`src/rtl/dig_clock_pkg.sv`:
```
// Shared types, limits and BCD/12-hour helpers for the digital clock core.
package dig_clock_pkg;

  typedef logic [3:0] bcd_t;

  typedef struct packed {
    bcd_t tens;
    bcd_t ones;
  } bcd2_t;

  localparam logic [4:0] HR_MAX  = 5'd23;
  localparam logic [5:0] MIN_MAX = 6'd59;

  function automatic bcd2_t to_bcd2(input logic [5:0] v);
    bcd2_t r;
    r.tens = 4'(v / 6'd10);
    r.ones = 4'(v % 6'd10);
    return r;
  endfunction

  function automatic logic [4:0] hr_to_12(input logic [4:0] h);
    if (h == 5'd0)       return 5'd12;
    else if (h > 5'd12)  return h - 5'd12;
    else                 return h;
  endfunction

endpackage

```
`src/rtl/btn_repeat.sv`:
```
// Button edge/auto-repeat unit: pulse on press, again after RPT_DLY, then every RPT_PER.
module btn_repeat #(
  parameter int RPT_DLY = 50_000_000,
  parameter int RPT_PER = 10_000_000
) (
  input  logic clk,
  input  logic rst,
  input  logic btn,
  output logic pulse
);

  localparam int MAXC = (RPT_DLY > RPT_PER) ? RPT_DLY : RPT_PER;
  localparam int CW   = $clog2(MAXC + 1);

  logic          btn_q;
  logic          lock;
  logic          rep;
  logic [CW-1:0] cnt;
  logic          due;

  always_comb begin
    due   = rep ? (cnt == CW'(RPT_PER)) : (cnt == CW'(RPT_DLY));
    pulse = btn & ~lock & (~btn_q | due);
  end

  // lock keeps a button held through reset silent until it is released
  always_ff @(posedge clk) begin
    if (rst) begin
      btn_q <= 1'b0;
      lock  <= 1'b1;
      rep   <= 1'b0;
      cnt   <= '0;
    end else if (!btn) begin
      btn_q <= 1'b0;
      lock  <= 1'b0;
      rep   <= 1'b0;
      cnt   <= '0;
    end else if (!lock) begin
      btn_q <= 1'b1;
      if (pulse) begin
        cnt <= CW'(1);
        rep <= btn_q;
      end else begin
        cnt <= cnt + CW'(1);
      end
    end
  end

endmodule

```
`src/rtl/dig_clock_alarm.sv`:
```
// Clock core with settable time, 12/24-hour display, and one alarm with latched ring.
module dig_clock_alarm
  import dig_clock_pkg::*;
#(
  parameter int TICK_DIV = 100_000_000,
  parameter int RPT_DLY  = 50_000_000,
  parameter int RPT_PER  = 10_000_000
) (
  input  logic       clk,
  input  logic       rst,
  input  logic       adv_hr,
  input  logic       adv_min,
  input  logic       mode_24,
  input  logic       run,
  input  logic       alarm_set,
  input  logic       alarm_en,
  output logic [3:0] h1,
  output logic [3:0] h0,
  output logic [3:0] m1,
  output logic [3:0] m0,
  output logic [3:0] s1,
  output logic [3:0] s0,
  output logic       pm,
  output logic       sec_tick,
  output logic       alarm_ring
);

  localparam int            PW       = (TICK_DIV > 1) ? $clog2(TICK_DIV) : 1;
  localparam logic [PW-1:0] PRE_LAST = PW'(TICK_DIV - 1);

  function automatic logic [4:0] inc_hr(input logic [4:0] h);
    return (h == HR_MAX) ? 5'd0 : h + 5'd1;
  endfunction

  function automatic logic [5:0] inc_min(input logic [5:0] m);
    return (m == MIN_MAX) ? 6'd0 : m + 6'd1;
  endfunction

  logic          hr_pulse, min_pulse, set_pulse, time_edit, tick, edit_q;
  logic [PW-1:0] presc;
  logic [4:0]    hr, al_hr, sel_hr, disp_hr;
  logic [5:0]    min, sec, al_min, sel_min, sel_sec;
  bcd2_t         hr_d, min_d, sec_d;

  btn_repeat #(.RPT_DLY(RPT_DLY), .RPT_PER(RPT_PER)) u_rpt_hr (
    .clk(clk), .rst(rst), .btn(adv_hr), .pulse(hr_pulse)
  );

  btn_repeat #(.RPT_DLY(RPT_DLY), .RPT_PER(RPT_PER)) u_rpt_min (
    .clk(clk), .rst(rst), .btn(adv_min), .pulse(min_pulse)
  );

  assign set_pulse = hr_pulse | min_pulse;
  assign time_edit = set_pulse & ~alarm_set;
  assign tick      = run & (presc == PRE_LAST) & ~time_edit;

  // Stage 0: timekeeping and alarm registers
  always_ff @(posedge clk) begin
    if (rst) begin
      presc    <= '0;
      hr       <= '0;
      min      <= '0;
      sec      <= '0;
      al_hr    <= '0;
      al_min   <= '0;
      sec_tick <= 1'b0;
      edit_q   <= 1'b0;
    end else begin
      sec_tick <= tick;
      edit_q   <= set_pulse;
      if (min_pulse && !alarm_set)
        presc <= '0;
      else if (run)
        presc <= (presc == PRE_LAST) ? '0 : presc + PW'(1);
      if (tick) begin
        sec <= inc_min(sec);
        if (sec == MIN_MAX) begin
          min <= inc_min(min);
          if (min == MIN_MAX) hr <= inc_hr(hr);
        end
      end else if (!alarm_set) begin
        if (hr_pulse) hr <= inc_hr(hr);
        if (min_pulse) begin
          min <= inc_min(min);
          sec <= '0;
        end
      end
      if (alarm_set) begin
        if (hr_pulse)  al_hr  <= inc_hr(al_hr);
        if (min_pulse) al_min <= inc_min(al_min);
      end
    end
  end

  always_comb begin
    sel_hr  = alarm_set ? al_hr  : hr;
    sel_min = alarm_set ? al_min : min;
    sel_sec = alarm_set ? 6'd0   : sec;
    disp_hr = mode_24 ? sel_hr : hr_to_12(sel_hr);
    hr_d    = to_bcd2({1'b0, disp_hr});
    min_d   = to_bcd2(sel_min);
    sec_d   = to_bcd2(sel_sec);
  end

  // Stage 1: registered display and ring; ring only latches on a real tick, never on an edit
  always_ff @(posedge clk) begin
    if (rst) begin
      h1         <= mode_24 ? 4'd0 : 4'd1;
      h0         <= mode_24 ? 4'd0 : 4'd2;
      m1         <= 4'd0;
      m0         <= 4'd0;
      s1         <= 4'd0;
      s0         <= 4'd0;
      pm         <= 1'b0;
      alarm_ring <= 1'b0;
    end else begin
      h1 <= hr_d.tens;
      h0 <= hr_d.ones;
      m1 <= min_d.tens;
      m0 <= min_d.ones;
      s1 <= sec_d.tens;
      s0 <= sec_d.ones;
      pm <= ~mode_24 & (sel_hr >= 5'd12);
      if (!alarm_en || set_pulse || (min != al_min))
        alarm_ring <= 1'b0;
      else if (sec_tick && !edit_q && (sec == 6'd0) && (hr == al_hr))
        alarm_ring <= 1'b1;
    end
  end

endmodule

```
`config.mk`:
```
export PLATFORM = sky130hd
export DESIGN_NAME = dig_clock_alarm
export DESIGN_NICKNAME = d
export VERILOG_FILES = /design/src/rtl/dig_clock_pkg.sv /design/src/rtl/btn_repeat.sv /design/src/rtl/dig_clock_alarm.sv
export SDC_FILE = /design/constraint.sdc
export NUM_CORES = 1
export LEC_CHECK = 0
export ABC_AREA = 1
export CAP_MARGIN = 20
export CORE_ASPECT_RATIO = 0.5
export CORE_MARGIN = 4
export CORE_UTILIZATION = 50
export DETAILED_ROUTE_END_ITERATION = 7
export PLACE_DENSITY = 0.71
export SYNTH_ARGS = -nofsm -noshare
export SYNTH_HDL_FRONTEND = slang
export SYNTH_SLANG_ARGS = --single-unit
```
`constraint.sdc`:
```
create_clock -name clk -period 4.5 [get_ports clk]
set_clock_uncertainty 0.1 [all_clocks]
set_input_delay 0.9 -clock clk [delete_from_list [all_inputs] [get_ports clk]]
set_output_delay 0.9 -clock clk [all_outputs]
set_load 0.05 [all_outputs]
```
==> results of run 1 <==
## how the worst max path moves through the flow
stage | startpoint | endpoint | slack (ps)
6_report | alarm_set | h0[3] | 1240
3_3_place_gp | alarm_set | h0[3] | 960
5_1_grt | alarm_set | h0[3] | 1000
3_5_place_dp | alarm_set | h0[3] | 820
4_1_cts | alarm_set | h0[3] | 1270
2_1_floorplan | alarm_set | s0[3] | 1740
## cells in the final DEF, fill, tap and decap left out, types with 18 or more instances in the layout
| cell | netlist | final |
|---|---|---|
| ha_1 | 18 | 18 |
| inv_1 | 135 | 135 |
| nor2_1 | 152 | 152 |
| nand2_2 | 22 | 22 |
| o21ai_0 | 34 | 34 |
| dfxtp_1 | 137 | 137 |
| nand4_1 | 25 | 25 |
| nand2_1 | 225 | 225 |
| nand3_1 | 76 | 76 |
| nor3_1 | 34 | 34 |
| a21oi_1 | 62 | 62 |
| clkdlybuf4s50_1 | 0 | 30 |
| xor2_1 | 47 | 47 |
## power groups by stage
stage | clock network (uW) | logic, uW | registers, uW
6_report | 1530 | 185 | 1240
5_1_grt | 1600 | 205 | 1240
4_1_cts | 1540 | 186 | 1240
3_5_place_dp | 0 | 185 | 1270
3_3_place_gp | 0 | 182 | 1270
2_1_floorplan | 0 | 117 | 1290
## per-stage QoR
| stage | utilization, % | hold slack (ps) | total power (uW) |
|---|---|---|---|
| floorplan | - | 335.6 | 1409 |
| global placement | 54.68 | 354.9 | 1450 |
| detailed placement | 54.68 | 360.1 | 1454 |
| CTS | 59.05 | 375.4 | 2972 |
| global route | 59.05 | 410.8 | 3046 |
| finish | 59.05 | 371.5 | 2959 |
## kinds of logic (layout without fill, tap and decap cells)
kind of cell    count (synthesis)  in the layout  share of synthesized area (%)
simple gates                  578            578                          34.35
buf+inv                       170            212                          9.184
flops                         137            137                          36.34
compound gates                136            136                          10.59
xor+xnor                       56             56                          6.499
fa+ha+maj                      18             18                          2.984
other cells                     1              4                        0.04969
## cell type report
class	count	area [sq um]	share of cell area, %
Timing Repair Buffer	35	337.8	3.912
Clock inverter	15	214.0	2.478
Tap cell	198	247.7	2.869
Multi-Input combinational cell	792	4123	47.75
Inverter	145	544.3	6.303
Clock buffer	17	425.4	4.927
Sequential cell	137	2743	31.76
## sequential cells by signal, summed over array words and instances, names as in the netlist, 3 cells and up
| register | cells |
|---|---|
| presc | 27 |
| s1 | 3 |
| al_hr | 5 |
| u_rpt_min.cnt | 26 |
| m1 | 3 |
| m0 | 4 |
| hr | 5 |
| sec | 6 |
| min | 6 |
| al_min | 6 |
| s0 | 4 |
| h0 | 4 |
| u_rpt_hr.cnt | 26 |
## critical path, delay by kind of cell
| family | cells | cell delay [ps] |
|---|---|---|
| and+or+nand+nor | 11 | 1050 |
| buffers and inverters | 4 | 1020 |
| adders and majority gates | 2 | 370 |
| AOI/OAI and AO/OA | 2 | 140 |
## routing by layer
layer  GRT usage, %  up-vias  routed length (um)
met4          7.241        0                 288
li1               -     3602                   -
met5              0        -                   0
met1          26.13     3191                8236
met3          4.040       32                 651
met2          33.98      124                7883
==> impl_metrics.env, run 1 <==
export IMPL_wirelength_um=17060
export IMPL_peakVddDrop_mv=0.2924
export IMPL_finalCritPeriodShare_pct=72.55
export IMPL_die_h_um=94.88
export IMPL_clock_sinks=137
export IMPL_worstHoldStart="u_rpt_hr.btn_q"
export IMPL_htreeDepth=4
export IMPL_ys_types=52
export IMPL_placed_area_sq_um=7995
export IMPL_yosysTopAreaCellShare_pct=36.34
export IMPL_final_setup_viol_count=0
export IMPL_routabilityCongestion=0.9228
export IMPL_cts_tree="built"
export IMPL_die_area_sq_um=17240
export IMPL_maxCapViolCount=0
export IMPL_cpPeakStageDelay_ps=570
export IMPL_p_sw_uw=732.6
export IMPL_seqPwrFrac_pct=42.0
export IMPL_grt_pass1_vias=6342
export IMPL_worstSetupPathType="in2reg"
export IMPL_hold_path_class="reg2reg"
export IMPL_syn_area_per_cell_sq_um=6.886
export IMPL_pwr_share_clk_pct=51.8
export IMPL_start_util_pct=51.61
export IMPL_grt_pass1_wl_um=28810
export IMPL_yosys_top_cells_area="dfxtp_1 36%, nand2_1 11%, nor2_1 7.6%"
export IMPL_power_leakage_uw=0.003336
export IMPL_drtIter0Drc=415
export IMPL_std_cell_rows=31
export IMPL_coreArea_sq_um=14620
export IMPL_ctsResizeCount=0
export IMPL_regToRegEndpoint="presc[22]"
export IMPL_firstDrtPassIters=5
export IMPL_regToRegSetupSlack_ps=1670
export IMPL_relSlewSlack_pct=52.23
export IMPL_syn_instance_count=1096
export IMPL_io_pin_count=35
export IMPL_grt_max_degree=22
export IMPL_via_per_inst=5.190
export IMPL_clockBufferDepth=2
export IMPL_status="finished, final reports clean"
export IMPL_cts_made_buffers=17
export IMPL_grt_usage_pct=20.21
export IMPL_layout_setup_ws_ps=1235
export IMPL_tightestPinTransition_ps=714.9
export IMPL_synth_edf_count=0
export IMPL_numPortBuffers=30
export IMPL_pre_cts_slack_ps=821.8
export IMPL_vias=6949
export IMPL_stdcell_area_sq_um=8635
export IMPL_worstPathArrival_ps=3480
export IMPL_rr_worst_depth=12
export IMPL_grt_overflow=0
export IMPL_cp_cell_sequence="clkdlybuf4s50_1, buf_4, nand2_1, nand2_2, inv_1, ha_1, nand3_1, nor2_2, nor2_1, nand2_4, inv_1, nand2_1, nor2_1, nor2_2, ha_1, o211ai_1, nand2_1, nand2_1, a21oi_2"
export IMPL_seq_area_frac_synth_pct=36.34
export IMPL_hold_viol=0
export IMPL_end_kind="flip-flop"
export IMPL_ant_nets=0
export IMPL_holdPathEnd="u_rpt_hr.btn_q"
export IMPL_wire_per_inst_um=12.74
export IMPL_clkTransAtPathRegs_ps=70
export IMPL_power_density_cell_area_nw_per_um2=342.7
export IMPL_p_comb_share_pct=6.3
export IMPL_n_antenna_cell=0
export IMPL_slowest_stage="clkdlybuf4s50_1"
export IMPL_r2r_start="u_rpt_min.cnt[0]"
export IMPL_power_share_switching_pct=24.76
export IMPL_rsz0062_at_grt="no"
export IMPL_antenna_found_initial=0
export IMPL_yosys_warnings=0
export IMPL_slew_violations=0
export IMPL_synth_seq_cells=137
export IMPL_layout_drive_gt1_share_pct=8.940
export IMPL_intPower_uw=2226
export IMPL_crit_required_ps=4710
export IMPL_synthesis_area_sq_um=7547
export IMPL_clock_fmax_mhz=306.3
export IMPL_fin_cells=1339
export IMPL_hpwl_um=12390
export IMPL_crit_path_max_fanout=20
export IMPL_fillers=1351
export IMPL_min_path_cells=1
export IMPL_die_w_um=181.8
export IMPL_synth_common_cells="225 x nand2_1, 152 x nor2_1, 137 x dfxtp_1"
export IMPL_finalCriticalPeriod_ps=3265
export IMPL_cts_setup_buffers=0
export IMPL_root_buffer="clkbuf_16"
export IMPL_area_growth_pct=14.41
export IMPL_crit_top_cell="nand2_1"
export IMPL_synthFlopType="dfxtp_1"
export IMPL_clk_latency_ps=430
export IMPL_async_flop_share_pct=0
export IMPL_crit_path_start_kind="input port"
export IMPL_synth_top_cell_by_area="dfxtp_1"
export IMPL_setup_tns_ps=0
export IMPL_ctsHoldBuffers=0
export IMPL_nets=1154
export IMPL_placedCellCount=1307
export IMPL_yosysMostFrequentCell="nand2_1"
export IMPL_drc=0
Power figures use the tool's default switching activity.
==> inputs of run 2 (changes only) <==
PLACE_DENSITY = 0.74   (was 0.71)
clock period = 3 ns   (was 4.5 ns; I/O delays follow)
==> run 2 against run 1 <==
Against the previous run: critical endpoint is now m0[3]; flip-flop and latch count is the same; first-iteration DRC count grew 59%; count of clock-buffer cells in the layout grew 1; largest cell class unchanged; worst hold slack gained 7.2 ps; die area is the same; clock power grew 32%.
==> impl_metrics.env, run 2 (synthesis results as in run 1) <==
export IMPL_status="finished, final reports clean"
export IMPL_ant_nets=0
export IMPL_die_area_sq_um=17240
export IMPL_final_core_util_pct=60.61
export IMPL_slowest_stage="clkdlybuf4s50_1"
export IMPL_busiest_layer="met2"
export IMPL_met1_usage_pct=26.14
export IMPL_root_buffer="clkbuf_16"
export IMPL_layout_drive_gt1_share_pct=12.02
export IMPL_antenna_found_initial=0
export IMPL_finalCritPeriodShare_pct=92.16
export IMPL_area_growth_pct=17.44
export IMPL_placedCellCount=1347
export IMPL_cp_top_family="buffers and inverters"
export IMPL_stdcell_area_sq_um=8864
export IMPL_nets=1194
export IMPL_cts_made_buffers=17
export IMPL_ctsResizeCount=0
export IMPL_htreeDepth=4
export IMPL_globalRouteMet3Util_pct=4.155
export IMPL_numPortBuffers=30
export IMPL_die_h_um=94.88
export IMPL_worstSetupPathType="in2reg"
export IMPL_routabilityCongestion=0.8804
export IMPL_crit_path_start_kind="input port"
export IMPL_cp_cell_sequence="clkdlybuf4s50_1, buf_4, buf_4, o21ai_1, inv_1, ha_1, a22oi_2, nand2_2, nand2_2, nand2_2, nand2_1, inv_1, ha_1, o21ai_0, nand2_1, inv_1, nand2_1, inv_1"
export IMPL_grt_use_met2_pct=36.20
export IMPL_grt_pass1_vias=6740
export IMPL_layout_setup_ws_ps=235.1
export IMPL_die_w_um=181.8
export IMPL_hpwl_um=12670
export IMPL_grt_overflow=0
export IMPL_peakVddDrop_mv=0.3934
export IMPL_relSlewSlack_pct=59.23
export IMPL_end_kind="flip-flop"
export IMPL_start_util_pct=51.61
export IMPL_wirelength_um=17220
export IMPL_cts_tree="built"
export IMPL_clkTransAtPathRegs_ps=70
export IMPL_power_leakage_uw=0.003484
export IMPL_drc=0
export IMPL_crit_required_ps=3260
export IMPL_final_setup_viol_count=0
export IMPL_clockBufferDepth=2
export IMPL_slew_violations=0
export IMPL_pre_cts_slack_ps=-147.2
export IMPL_ctsHoldBuffers=0
export IMPL_regMostFlops="presc"
export IMPL_grt_pass1_wl_um=29790
export IMPL_maxCapViolCount=0
export IMPL_via_per_inst=5.145
export IMPL_largest_reg_flops=27
export IMPL_rsz0062_at_grt="no"
export IMPL_cts_setup_buffers=0
export IMPL_hold_viol=0
export IMPL_critPathBufInv=7
export IMPL_cpPeakStageDelay_ps=400
export IMPL_clk_latency_ps=430
export IMPL_coreArea_sq_um=14620
export IMPL_grt_max_degree=18
export IMPL_fin_cells=1379
export IMPL_std_cell_rows=31
export IMPL_finalCriticalPeriod_ps=2765
export IMPL_power_density_cell_area_nw_per_um2=471.7
export IMPL_wire_per_inst_um=12.49
export IMPL_io_pin_count=35
export IMPL_clock_fmax_mhz=361.7
export IMPL_layout_common_cells="225 x nand2_1, 152 x nor2_1, 137 x dfxtp_1"
export IMPL_firstDrtPassIters=5
export IMPL_vias=7095
export IMPL_worstPathArrival_ps=3020
export IMPL_n_antenna_cell=0
export IMPL_final_common_cell="nand2_1"
export IMPL_crit_path_max_fanout=10
export IMPL_clock_sinks=137
export IMPL_crit_top_cell="inv_1"
export IMPL_top_regs="presc (27), u_rpt_hr.cnt (26), u_rpt_min.cnt (26)"
export IMPL_drtIter0Drc=658
export IMPL_tightestPinTransition_ps=606.9
export IMPL_hold_path_class="reg2reg"
export IMPL_grt_usage_pct=20.48
export IMPL_placed_area_sq_um=8295
-- run 2: cell count changes in the layout (fill, tap and decap cells not counted) --
cell / before / now
bufinv_16: 4 / 0
clkinv_2: 1 / 0
clkbuf_8: 0 / 1
clkinvlp_4: 1 / 3
inv_8: 1 / 4
clkinv_4: 3 / 2
buf_4: 5 / 45
-- run 2: per-stage QoR --
| stage | hold WS [ps] | TNS, ps | total power (uW) |
|---|---|---|---|
| 2_1_floorplan | 335.6 | 0 | 2113 |
| 3_3_place_gp | 355.4 | -58.42 | 2199 |
| 3_5_place_dp | 370.1 | -571.2 | 2205 |
| 4_1_cts | 379.0 | 0 | 4217 |
| 5_1_grt | 416.1 | 0 | 4332 |
| 6_report | 378.8 | 0 | 4181 |
-- run 2: power breakdown --
| group | switching, uW | internal (uW) |
|---|---|---|
| Combinational | 197 | 105 |
| Clock | 899 | 1120 |
| Sequential | 20.2 | 1840 |
-- run 2: final cells by class --
type                    count  area [sq um]
repair buffers             75         638.1
clock inverters            14         128.9
multi-input cells         792          4123
clock buffers              18         439.2
fillers                  1299          5759
inverters                 145         544.3
well taps                 198         247.7
flip-flops and latches    137          2743
-- run 2: worst paths after layout --
kind | start | to | slack, ps | cells past startpoint
worst max-delay path | alarm_set | m0[3] | 240 | 18
worst min-delay path | u_rpt_hr.cnt[19] | u_rpt_hr.cnt[19] | 380 | 1
worst max register to register | u_rpt_min.cnt[0] | al_min[5] | 530 | 13
worst min register to register | u_rpt_hr.cnt[19] | u_rpt_hr.cnt[19] | 380 | 1
-- run 2: metal layers --
metal	vias up	share of wire, %
met5	-	0
met4	0	1.0
met1	3243	49
met3	19	3.6
li1	3676	-
met2	157	46
==> inputs of run 3 (changes only) <==
SYNTH_HIERARCHICAL = 1   (was unset)
==> run 3 against run 2 <==
Against the previous run: sequential power about the same; first-iteration DRC count down 41%; fmax up 4.2%; via count up 2.3%; cell area up 0.40%; flip-flop and latch count unchanged; largest cell class unchanged; count of clock-buffer cells in the layout up 5; synthesized area up 3.5%; highest routed layer unchanged.
==> impl_metrics.env, run 3 <==
export IMPL_synth_common_cells="267 x nand2_1, 187 x nor2_1, 149 x inv_1"
export IMPL_tightestPinTransition_ps=517.2
export IMPL_n_antenna_cell=0
export IMPL_die_h_um=96.40
export IMPL_clock_fmax_mhz=376.7
export IMPL_grt_pass1_wl_um=30420
export IMPL_antenna_found_initial=0
export IMPL_syn_instance_count=1172
export IMPL_synth_seq_cells=137
export IMPL_clkTransAtPathRegs_ps=60
export IMPL_worstSetupPathType="reg2reg"
export IMPL_cp_top_family="simple AND/OR/NAND/NOR gates"
export IMPL_rsz0062_at_grt="no"
export IMPL_finalCriticalPeriod_ps=2655
export IMPL_cts_made_buffers=17
export IMPL_seqPwrFrac_pct=45.8
export IMPL_ctsHoldBuffers=0
export IMPL_worstHoldStart="alarm_ring"
export IMPL_r2r_start="u_rpt_min/cnt[0]"
export IMPL_largest_reg_flops=27
export IMPL_cts_tree="built"
export IMPL_hpwl_um=12740
export IMPL_root_buffer="clkbuf_16"
export IMPL_die_area_sq_um=17820
export IMPL_placedCellCount=1399
export IMPL_peakVddDrop_mv=0.4210
export IMPL_drc=0
export IMPL_ant_nets=0
export IMPL_clk_latency_ps=420
export IMPL_via_per_inst=5.074
export IMPL_grt_max_degree=28
export IMPL_end_kind="flip-flop"
export IMPL_slew_violations=0
export IMPL_synthFlopType="dfxtp_1"
export IMPL_clock_sinks=137
export IMPL_critPathBufInv=3
export IMPL_status="finished, final reports clean"
export IMPL_crit_path_max_fanout=9
export IMPL_std_cell_rows=31
export IMPL_synthesis_area_sq_um=7815
export IMPL_worstPathArrival_ps=2900
export IMPL_cts_setup_buffers=0
export IMPL_power_uw=4071
export IMPL_io_pin_count=35
export IMPL_cp_startpoint="u_rpt_min/cnt[0]"
export IMPL_power_share_switching_pct=24.14
export IMPL_pwr_share_clk_pct=47.1
export IMPL_vias=7256
export IMPL_yosys_top_cells_area="dfxtp_1 35%, nand2_1 13%, nor2_1 9.0%"
export IMPL_synth_edf_count=0
export IMPL_power_leakage_uw=0.003516
export IMPL_area_growth_pct=13.86
export IMPL_finalCritPeriodShare_pct=88.48
export IMPL_cp_cell_sequence="inv_1, ha_1, nand2_1, nor2_1, nand3_1, nor2_1, nand2_1, nand2_1, nand2_2, inv_1, nor2_1, nor2_1, inv_1, nand4_2, nand2_1, nand2_1, a21oi_1"
export IMPL_yosys_warnings=6
export IMPL_layout_common_cells="267 x nand2_1, 187 x nor2_1, 149 x inv_1"
export IMPL_layout_drive_gt1_share_pct=9.984
export IMPL_power_density_cell_area_nw_per_um2=457.5
export IMPL_die_w_um=184.8
export IMPL_wire_per_inst_um=12.11
export IMPL_intPower_uw=3089
export IMPL_cpPeakStageDelay_ps=440
export IMPL_final_core_util_pct=59.74
export IMPL_nets=1245
export IMPL_drtIter0Drc=386
export IMPL_start_util_pct=52.47
export IMPL_grt_overflow=0
export IMPL_synth_top_cell_by_area="dfxtp_1"
export IMPL_routabilityCongestion=0.8938
export IMPL_crit_path_start_kind="flip-flop"
export IMPL_grt_usage_pct=20.57
export IMPL_top_regs="presc (27), u_rpt_hr/cnt (26), u_rpt_min/cnt (26)"
export IMPL_wirelength_um=17320
export IMPL_coreArea_sq_um=14890
export IMPL_hold_path_class="reg2reg"
export IMPL_ctsResizeCount=0
export IMPL_final_common_cell="nand2_1"
export IMPL_maxCapViolCount=0
export IMPL_fillers=1345
export IMPL_fin_cells=1430
export IMPL_slowest_stage="dfxtp_1"
export IMPL_yosysTopAreaCellShare_pct=35.09
export IMPL_relSlewSlack_pct=65.15
export IMPL_hold_viol=0
export IMPL_yosysMostFrequentCell="nand2_1"
export IMPL_numPortBuffers=30
export IMPL_grt_pass1_vias=6971
export IMPL_seq_area_frac_synth_pct=35.09
export IMPL_final_setup_viol_count=0
export IMPL_crit_top_cell="nand2_1"
export IMPL_layout_setup_ws_ps=345.5
export IMPL_ys_types=45
export IMPL_clockBufferDepth=2
export IMPL_syn_area_per_cell_sq_um=6.668
export IMPL_firstDrtPassIters=5
export IMPL_hold_ws_ps=367.3
export IMPL_htreeDepth=4
export IMPL_regMostFlops="presc"
export IMPL_p_sw_uw=982.8
export IMPL_pre_cts_slack_ps=-191.9
export IMPL_p_comb_share_pct=7.1
export IMPL_crit_required_ps=3240
export IMPL_async_flop_share_pct=0
[run 3: routing by layer]
| layer | GRT usage [%] | wire (um) | vias up | share of wire (%) |
|---|---|---|---|---|
| met5 | 0 | 0 | - | 0 |
| met4 | 6.044 | 137 | 0 | 0.79 |
| met3 | 4.787 | 799 | 12 | 4.6 |
| met2 | 36.67 | 8280 | 123 | 48 |
| met1 | 25.17 | 8104 | 3298 | 47 |
| li1 | - | - | 3823 | - |
[run 3: power groups by stage]
stage / Sequential (uW) / Clock, uW / Combinational, uW
floorplan: 1930 / 0 / 181
global placement: 1900 / 0 / 283
detailed placement: 1900 / 0 / 290
CTS: 1860 / 1970 / 291
global route: 1870 / 2060 / 322
finish: 1860 / 1920 / 291
[run 3: area by class of cell]
cell class	count	area, sq um	area share, %
Sequential cell	137	2743	30.82
Tap cell	198	247.7	2.784
Clock buffer	23	457.9	5.146
Inverter	165	619.3	6.960
Multi-Input combinational cell	848	4297	48.28
Timing Repair Buffer	51	460.4	5.174
Clock inverter	8	73.82	0.8296
[run 3: path summary, 6_finish.rpt]
check               end  slack [ps]  cells past startpoint
max              min[3]         350                     17
min          alarm_ring         370                      1
min reg2reg  alarm_ring         370                      1
max reg2reg      min[3]         350                     17
[run 3: logic make-up (layout without fill, tap and decap cells)]
| family | after synthesis | in the layout | share of synthesized area (%) |
|---|---|---|---|
| muxes | 1 | 1 | 0.1281 |
| DFF | 137 | 137 | 35.09 |
| xor gates and xnor gates | 51 | 51 | 5.716 |
| other | 1 | 4 | 0.04798 |
| adders and majority gates | 17 | 17 | 2.722 |
| and+or+nand+nor | 662 | 662 | 38.01 |
| buffers and inverters | 190 | 247 | 10.07 |
| AOI/OAI and AO/OA | 113 | 113 | 8.213 |
[run 3: metrics by stage]
step | cell area (sq um) | TNS, ps
CTS | 8896 | 0
global route | 8899 | 0
detailed placement | 8364 | -572.4
finish | 8899 | 0
global placement | 8364 | -40.91
floorplan | 7826 | 0
